### src/rtl/tcm_dport_arbiter.sv
// Two-port arbiter for the TCM data port.
// The CPU core and the SPI slave share one TCM data port. Only one
// transaction is ever outstanding. A starvation counter stops either side
// from monopolising the port while the other side waits.
//
// Handshake: a request is active while rd=1 or wr!=0. It transfers to memory
// on the cycle where mem_accept_i=1 while the request is active. Exactly one
// mem_ack_i later completes it, and the response is valid in that cycle only.
module tcm_dport_arbiter #(
    parameter int unsigned STARVE_LIMIT = 8,
    parameter bit          SPI_PRIO     = 1'b1
) (
    input  logic        clock,
    input  logic        reset,
    // core request / response
    input  logic [31:0] core_addr_i,
    input  logic [31:0] core_data_wr_i,
    input  logic        core_rd_i,
    input  logic [3:0]  core_wr_i,
    input  logic [10:0] core_req_tag_i,
    output logic        core_accept_o,
    output logic        core_ack_o,
    output logic [31:0] core_data_rd_o,
    output logic [10:0] core_resp_tag_o,
    output logic        core_error_o,
    // SPI request / response
    input  logic [31:0] spi_addr_i,
    input  logic [31:0] spi_data_wr_i,
    input  logic        spi_rd_i,
    input  logic [3:0]  spi_wr_i,
    output logic        spi_accept_o,
    output logic        spi_ack_o,
    output logic [31:0] spi_data_rd_o,
    // shared TCM port
    output logic [31:0] mem_addr_o,
    output logic [31:0] mem_data_wr_o,
    output logic        mem_rd_o,
    output logic [3:0]  mem_wr_o,
    output logic [10:0] mem_req_tag_o,
    input  logic        mem_accept_i,
    input  logic        mem_ack_i,
    input  logic [31:0] mem_data_rd_i,
    input  logic [10:0] mem_resp_tag_i,
    input  logic        mem_error_i,
    // status
    output logic        spi_owner_o,
    output logic        spurious_ack_o
);

    localparam int unsigned CW = (STARVE_LIMIT < 1) ? 1 : $clog2(STARVE_LIMIT + 1);

    typedef enum logic [1:0] {
        IDLE       = 2'd0,
        GRANT_CORE = 2'd1,
        GRANT_SPI  = 2'd2,
        WAIT_ACK   = 2'd3
    } state_t;

    state_t        state_q;
    logic          owner_q;      // 1 = SPI owns (or last owned) the port
    logic [CW-1:0] cnt_q;        // consecutive grants to owner_q while the other waited
    logic          spurious_q;

    logic          core_pend;
    logic          spi_pend;
    logic          pick_spi;
    logic          other_pend;
    logic [CW-1:0] cnt_d;

    assign core_pend = core_rd_i | (|core_wr_i);
    assign spi_pend  = spi_rd_i  | (|spi_wr_i);

    // Arbitration decision and the counter value that goes with it
    always_comb begin
        pick_spi   = 1'b0;
        other_pend = 1'b0;
        cnt_d      = '0;
        if (spi_pend && !core_pend) begin
            pick_spi = 1'b1;
        end else if (spi_pend && core_pend) begin
            // Once the owner has hit the limit, the waiting side wins the tie
            if (cnt_q >= CW'(STARVE_LIMIT)) pick_spi = ~owner_q;
            else                            pick_spi = SPI_PRIO;
        end
        other_pend = pick_spi ? core_pend : spi_pend;
        if (!other_pend)            cnt_d = '0;
        else if (pick_spi == owner_q) cnt_d = cnt_q + 1'b1;
        else                        cnt_d = CW'(1);
    end

    // Control FSM, owner, starvation counter and spurious-ack flag
    always_ff @(posedge clock or posedge reset) begin
        if (reset) begin
            state_q    <= IDLE;
            owner_q    <= 1'b0;
            cnt_q      <= '0;
            spurious_q <= 1'b0;
        end else begin
            spurious_q <= mem_ack_i && (state_q != WAIT_ACK);
            case (state_q)
                IDLE: begin
                    if (core_pend || spi_pend) begin
                        state_q <= pick_spi ? GRANT_SPI : GRANT_CORE;
                        owner_q <= pick_spi;
                        cnt_q   <= cnt_d;
                    end
                end
                GRANT_CORE: begin
                    if (!core_pend)        state_q <= IDLE;
                    else if (mem_accept_i) state_q <= WAIT_ACK;
                end
                GRANT_SPI: begin
                    if (!spi_pend)         state_q <= IDLE;
                    else if (mem_accept_i) state_q <= WAIT_ACK;
                end
                WAIT_ACK: begin
                    if (mem_ack_i) state_q <= IDLE;
                end
                default: state_q <= IDLE;
            endcase
        end
    end

    logic grant_core;
    logic grant_spi;
    logic ack_phase;

    assign grant_core = (state_q == GRANT_CORE);
    assign grant_spi  = (state_q == GRANT_SPI);
    assign ack_phase  = (state_q == WAIT_ACK) && mem_ack_i;

    // Route the owner's request to the TCM port; idle port drives zeros
    always_comb begin
        mem_addr_o    = '0;
        mem_data_wr_o = '0;
        mem_rd_o      = 1'b0;
        mem_wr_o      = '0;
        mem_req_tag_o = '0;
        if (grant_core) begin
            mem_addr_o    = core_addr_i;
            mem_data_wr_o = core_data_wr_i;
            mem_rd_o      = core_rd_i;
            mem_wr_o      = core_wr_i;
            mem_req_tag_o = core_req_tag_i;
        end else if (grant_spi) begin
            mem_addr_o    = spi_addr_i;
            mem_data_wr_o = spi_data_wr_i;
            mem_rd_o      = spi_rd_i;
            mem_wr_o      = spi_wr_i;
            mem_req_tag_o = '0;
        end
    end

    assign core_accept_o   = grant_core & mem_accept_i;
    assign spi_accept_o    = grant_spi  & mem_accept_i;

    // The response goes only to the owner; SPI never sees mem_error_i
    assign core_ack_o      = ack_phase & ~owner_q;
    assign core_data_rd_o  = core_ack_o ? mem_data_rd_i  : '0;
    assign core_resp_tag_o = core_ack_o ? mem_resp_tag_i : '0;
    assign core_error_o    = core_ack_o & mem_error_i;
    assign spi_ack_o       = ack_phase & owner_q;
    assign spi_data_rd_o   = spi_ack_o ? mem_data_rd_i : '0;

    assign spi_owner_o     = grant_spi | ((state_q == WAIT_ACK) & owner_q);
    assign spurious_ack_o  = spurious_q;

endmodule

### config.mk
export PLATFORM = sky130hd
export DESIGN_NAME = tcm_dport_arbiter
export DESIGN_NICKNAME = d
export VERILOG_FILES = /design/src/rtl/tcm_dport_arbiter.sv
export SDC_FILE = /design/constraint.sdc
export NUM_CORES = 1
export LEC_CHECK = 0
export ABC_AREA = 1
export CAP_MARGIN = 25
export CORE_AREA = 2 2 141 143
export DETAILED_ROUTE_END_ITERATION = 8
export DIE_AREA = 0 0 143 145
export HOLD_SLACK_MARGIN = 0.03
export REMOVE_ABC_BUFFERS = 1
export SLEW_MARGIN = 5
export SYNTH_ARGS = -nofsm -noshare
export SYNTH_HDL_FRONTEND = slang
export SYNTH_SLANG_ARGS = --single-unit
### constraint.sdc
create_clock -name clock -period 1.2 [get_ports clock]
set_input_delay 0.3 -clock clock [delete_from_list [all_inputs] [get_ports clock]]
set_output_delay 0.3 -clock clock [all_outputs]
set_load 0.05 [all_outputs]
Word-level counts from Yosys, hierarchy flattened
Index checks and enable logic that the tools add are counted.
- register bits after elaboration: 8
- bits in latches: 0
- bits in writable memories: 0
- ROM bits: 0
- bits of input ports: 197
- output and inout port bits: 162
- memories: 0
- add/subtract/negate cells: 1
- multipliers: 0
- divide/modulo/power cells: 0
- order comparisons: 1
- equal/unequal tests: 7
- shifts and indexed selects: 0
- muxes and demuxes: 25
- bitwise logic cells: 10
- reduce and logical (&&, ||, !) cells: 11
- operators with widths (cell ; number):
    $mux 32 ; 6
    $mux 11 ; 2
    $mux 4 ; 4
    $mux 2 ; 6
    $pmux 2 s4 ; 1
    $reduce_or 4->1 ; 2
    $and 1x1->1 ; 6
    $mux 1 ; 6
    $ne 2x2->1 const B ; 3
    $add 4x1->4 const B ; 1
    $eq 2x2->1 const B ; 2
    $ge 4x4->1 const B ; 1
    $logic_and 1x1->1 ; 4
    $reduce_and 2->1 ; 2
    $or 1x1->1 ; 3
    $eq 2x1->1 const B ; 1
    $logic_not 2->1 ; 1
    $eq 1x1->1 ; 1
    $logic_not 1->1 ; 1
    $logic_or 1x1->1 ; 1
    $not 1->1 ; 1

Depth between registers and ports, before layout
- word-level depth: 8
- depth in mapped cells: 8
- gate-level depth less buffers: 8

Least setup slack after synthesis
No wires, ideal clock.
- path type: register to output
- start point: register state_q[1]
- end point: output port core_data_rd_o[10]
- arrival time: 1990 ps
- required time: 900 ps
- path slack: -1090 ps
- cell stages (with the launch flop): 7
- buffers on the path: 2
- cell sequence: dfrtp_1 -> buf_4 -> nand2_2 -> nor3_4 -> inv_2 -> buf_2 -> nor2_1
- cells in the longest elaborated chain, start to end: 4
- RTL lines (element ; line ; source):
    from (decl) ; 59 ; state_t state_q;
    from (signal assigned) ; 103 ; state_q <= pick_spi ? GRANT_SPI : GRANT_CORE;
    $eq 2x2->1 ; 130 ; assign ack_phase = (state_q == WAIT_ACK) && mem_ack_i;
    $logic_and 1x1->1 ; 130 ;
    $and 1x1->1 ; 158 ; assign core_ack_o = ack_phase & ~owner_q;
    net core_ack_o ; 22 ; output logic core_ack_o,
    $mux 32 ; 159 ; assign core_data_rd_o = core_ack_o ? mem_data_rd_i : '0;
    to (decl) ; 23 ; output logic [31:0] core_data_rd_o,
The timed path passes the listed nets, and every way through them passes these cells.

Worst setup path in the final report
- start point: register state_q[1]
- end point: output port mem_data_wr_o[16]
- cells in the longest elaborated chain, start to end: 3
- elaborated cells between the ends (all ways): 4
- RTL lines (element ; line ; source):
    $eq 2x2->1 ; 129 ; assign grant_spi = (state_q == GRANT_SPI);
    $mux 32 ; 145 ; end else if (grant_spi) begin
    $mux 32 (*) ; 139 ; if (grant_core) begin
    to (decl) ; 36 ; output logic [31:0] mem_data_wr_o,
Mark *: on every way between the ends. The rest lies on a longest branch, timed or not.

==> run_results.csv <==
group,metric,value,unit
final_layout,regArea,203,um2
placement,post-place-ws,-0.802,ns
power,static-leakage-power,4.32,nW
worst_setup_path,cp_data_arrival_time,1.60,ns
run_status,violations,"setup timing",
floorplan,initial_utilization,10.9,%
synth,synth_cells,455,
clock_network,cts_buffers,3,
clock_network,clock_tree.buffer_depth,2,
clock_network,cts_tree,"built",
worst_setup_path,critical_path_peak_fanout,8,
clock_network,worst_skew_pair.late_latency,0.24,ns
synth,count_of_flip_flops_with_a_built_in_enable_after_synthesis,0,
floorplan,die_area,20700,um2
placement,port_buffers,358,
clock_network,clock_sink_count,8,
timing,clock_skew,0.00329,ns
floorplan,die_y,145,um
synth,mappedNetlistArea,2090,um2
final_layout,synthToLayoutAreaGrowth,372,%
routing,drt_pre_antenna_iters,4,
timing,setup_viol,168,
timing,final_critical_path_setup_slack,-0.703,ns
routing,drt_drc_violations_left,0,
worst_setup_path,cp-end-kind,"output pin",
final_layout,most_common_cell_after_layout_fill_and_taps_aside,"clkdlybuf4s50_1",
run_status,status,"finished, violations left",
timing,tightest_slew,0.295,ns
grt,via_count_of_the_first_global_routing_pass,4547,
synth,netlist.area_leader.share,28.9,%
routing,viasPerCell,3.98,
synth,synth-seq-cells,8,
synth,async_reset_ff_share,100,%
floorplan,core_area,19200,um2
final_layout,drive_gt1_share,54.4,%
final_layout,post-route-util,51.4,%
grt,global_route_wire_length_before_repair,25600,um
routing,drt_first_iter_violations,162,
floorplan,floorplan.die.width,143,um
power,power_density,2350,nW/um2
final_layout,finalNonFillerCells,1103,
timing,crit_path_time_final,1.90,ns
final_layout,antenna_cells,0,
clock_network,clk_pin_slew_worst_paths,0.04,ns
grt,globalRouteTotalUtil,15.5,%
final_layout,multi_input_comb_area,2940,um2
placement,routabilityCongestion,0.806,
hold_path,worst_hold_path_type,"in2async",
final_layout,final_design_area_no_fill,9870,um2
final_layout,final.fill_count,1658,
timing,grt_setup_unrepaired,"yes",
floorplan,core.rowCount,51,
placement,dpl_wire_length,12200,um
routing,antenna_violating_nets_post_route,0,
routing,routed_wire_length_per_instance,15.6,um
final_layout,commonest_cells_after_routing_fill_and_taps_aside,"191 x clkdlybuf4s50_1, 175 x buf_12, 90 x nor2_4",
worst_setup_path,required,0.90,ns
synth,synth_area_leader_cell,"nand2_1",
timing,max_freq,525,MHz
placement,placed_instance_count,1078,
synth,seq_area_frac_synth,9.56,%
timing,max_slew_margin,80.3,%
synth,synth.avg_cell_area,4.60,um2
timing,final_hold_viol_count,0,
floorplan,boundaryPins,359,
flow_run,cap_viol_max_count,0,
placement,post_dp_cell_area,7780,um2
timing,finalCritPeriodShare,159,%
routing,route.final.wire_length,17300,um
synth,yosysWarningCount,0,
worst_setup_path,startpoint_type,"register",
synth,synthDistinctLibCells,21,
grt,grt_overflow,0,
clock_network,root_buffer,"clkbuf_16",
worst_setup_path,setup.worst_path.class,"reg2out",
grt,grt_max_degree,57,
synth,synth-main-ff-cell,"dfrtp_1",
grt,grt_antenna_before_repair,0,
power,vdd_drop_max,0.00152,V
final_layout,design.final.nets,1037,
routing,via_count,4387,
synth,synthTopCellsByArea,"nand2_1 29%, nand3_1 19%, nor2_1 17%",
power,power.total,0.0232,W
clock_network,number_of_h_tree_levels,1,
timing,final-max-slew-violation-count,0,
cell usage after synthesis (2+ instances only):
master,n
nand2_1,161
nor2_1,97
clkbuf_1,4
inv_1,64
buf_1,5
inv_2,5
nor3_4,2
dfrtp_1,8
buf_4,4
nand3_1,79
buf_6,3
buf_2,14
per-layer routing:
metal  global-route usage, %  wire length (um)  vias up  part of all wire (%)
li1                        -                 -     2133                     -
met1                    17.2              6280     2043                    36
met2                    30.3              9570      193                    55
met3                    3.27              1150       18                   6.6
met4                    1.93               255        0                   1.5
met5                       0                 0        -                     0
critical path, cell delays in order, from the launching register on:
cell and delay [ns]:
dfrtp_2 0.43, buf_12 0.14, nor2_4 0.15, buf_12 0.17, buf_16 0.18, nand2_4 0.06, nand2_4 0.08, buf_12 0.14
logic make-up after synthesis:
family,synth area share (%)
compound gates,0.777
xor+xnor,0.837
fa+ha+maj,0.598
buf+inv,20.4
flops,9.56
simple gates,67.8
power breakdown:
| part | internal (W) | switching [W] | total, W |
|---|---|---|---|
| Combinational | 0.0100 | 0.0121 | 0.0221 |
| Clock | 0.000444 | 0.000144 | 0.000588 |
| Sequential | 0.000389 | 0.000128 | 0.000517 |
path summary, 6_finish.rpt:
path / start / end / slack [ns] / cells after the start
max: state_q[1] / mem_data_wr_o[16] / -0.70 / 7
min: reset / spurious_ack_o / 0.31 / 2
max reg2reg: state_q[1] / state_q[1] / -0.27 / 10
min reg2reg: cnt_q[1] / cnt_q[1] / 0.52 / 2
max in group asynchronous: reset / state_q[0] / 0.64 / 2
min in group clock: cnt_q[1] / cnt_q[1] / 0.52 / 2
registers in the layout, indices dropped and copies added (netlist names):
signal,cells
cnt_q,4
owner_q,1
spurious_ack_o,1
state_q,2
repair_timing:
action / CTS / global route
pin swaps: 32 / 42
hold buffers: 0 / 0
resized for setup: 363 / 88
setup buffers: 13 / 4
setup endpoints to repair: 168 / 168
cloned: 10 / 2
per-stage QoR:
stage / TNS (ns) / hold slack [ns]
2_1_floorplan: -330.44 / 0.116
3_3_place_gp: -92.54 / 0.493
3_5_place_dp: -92.86 / 0.504
4_1_cts: -103.82 / 0.323
5_1_grt: -114.45 / 0.356
6_report: -103.58 / 0.312
area by class of cell:
| class | count | share of cell area (%) |
|---|---|---|
| tap | 265 | 3.36 |
| timing repair buffer | 409 | 61.2 |
| clock buffer | 4 | 0.798 |
| multi-input combinational | 348 | 29.8 |
| inverter | 69 | 2.85 |
| sequential | 8 | 2.05 |
(Power assumes the default switching activity.)
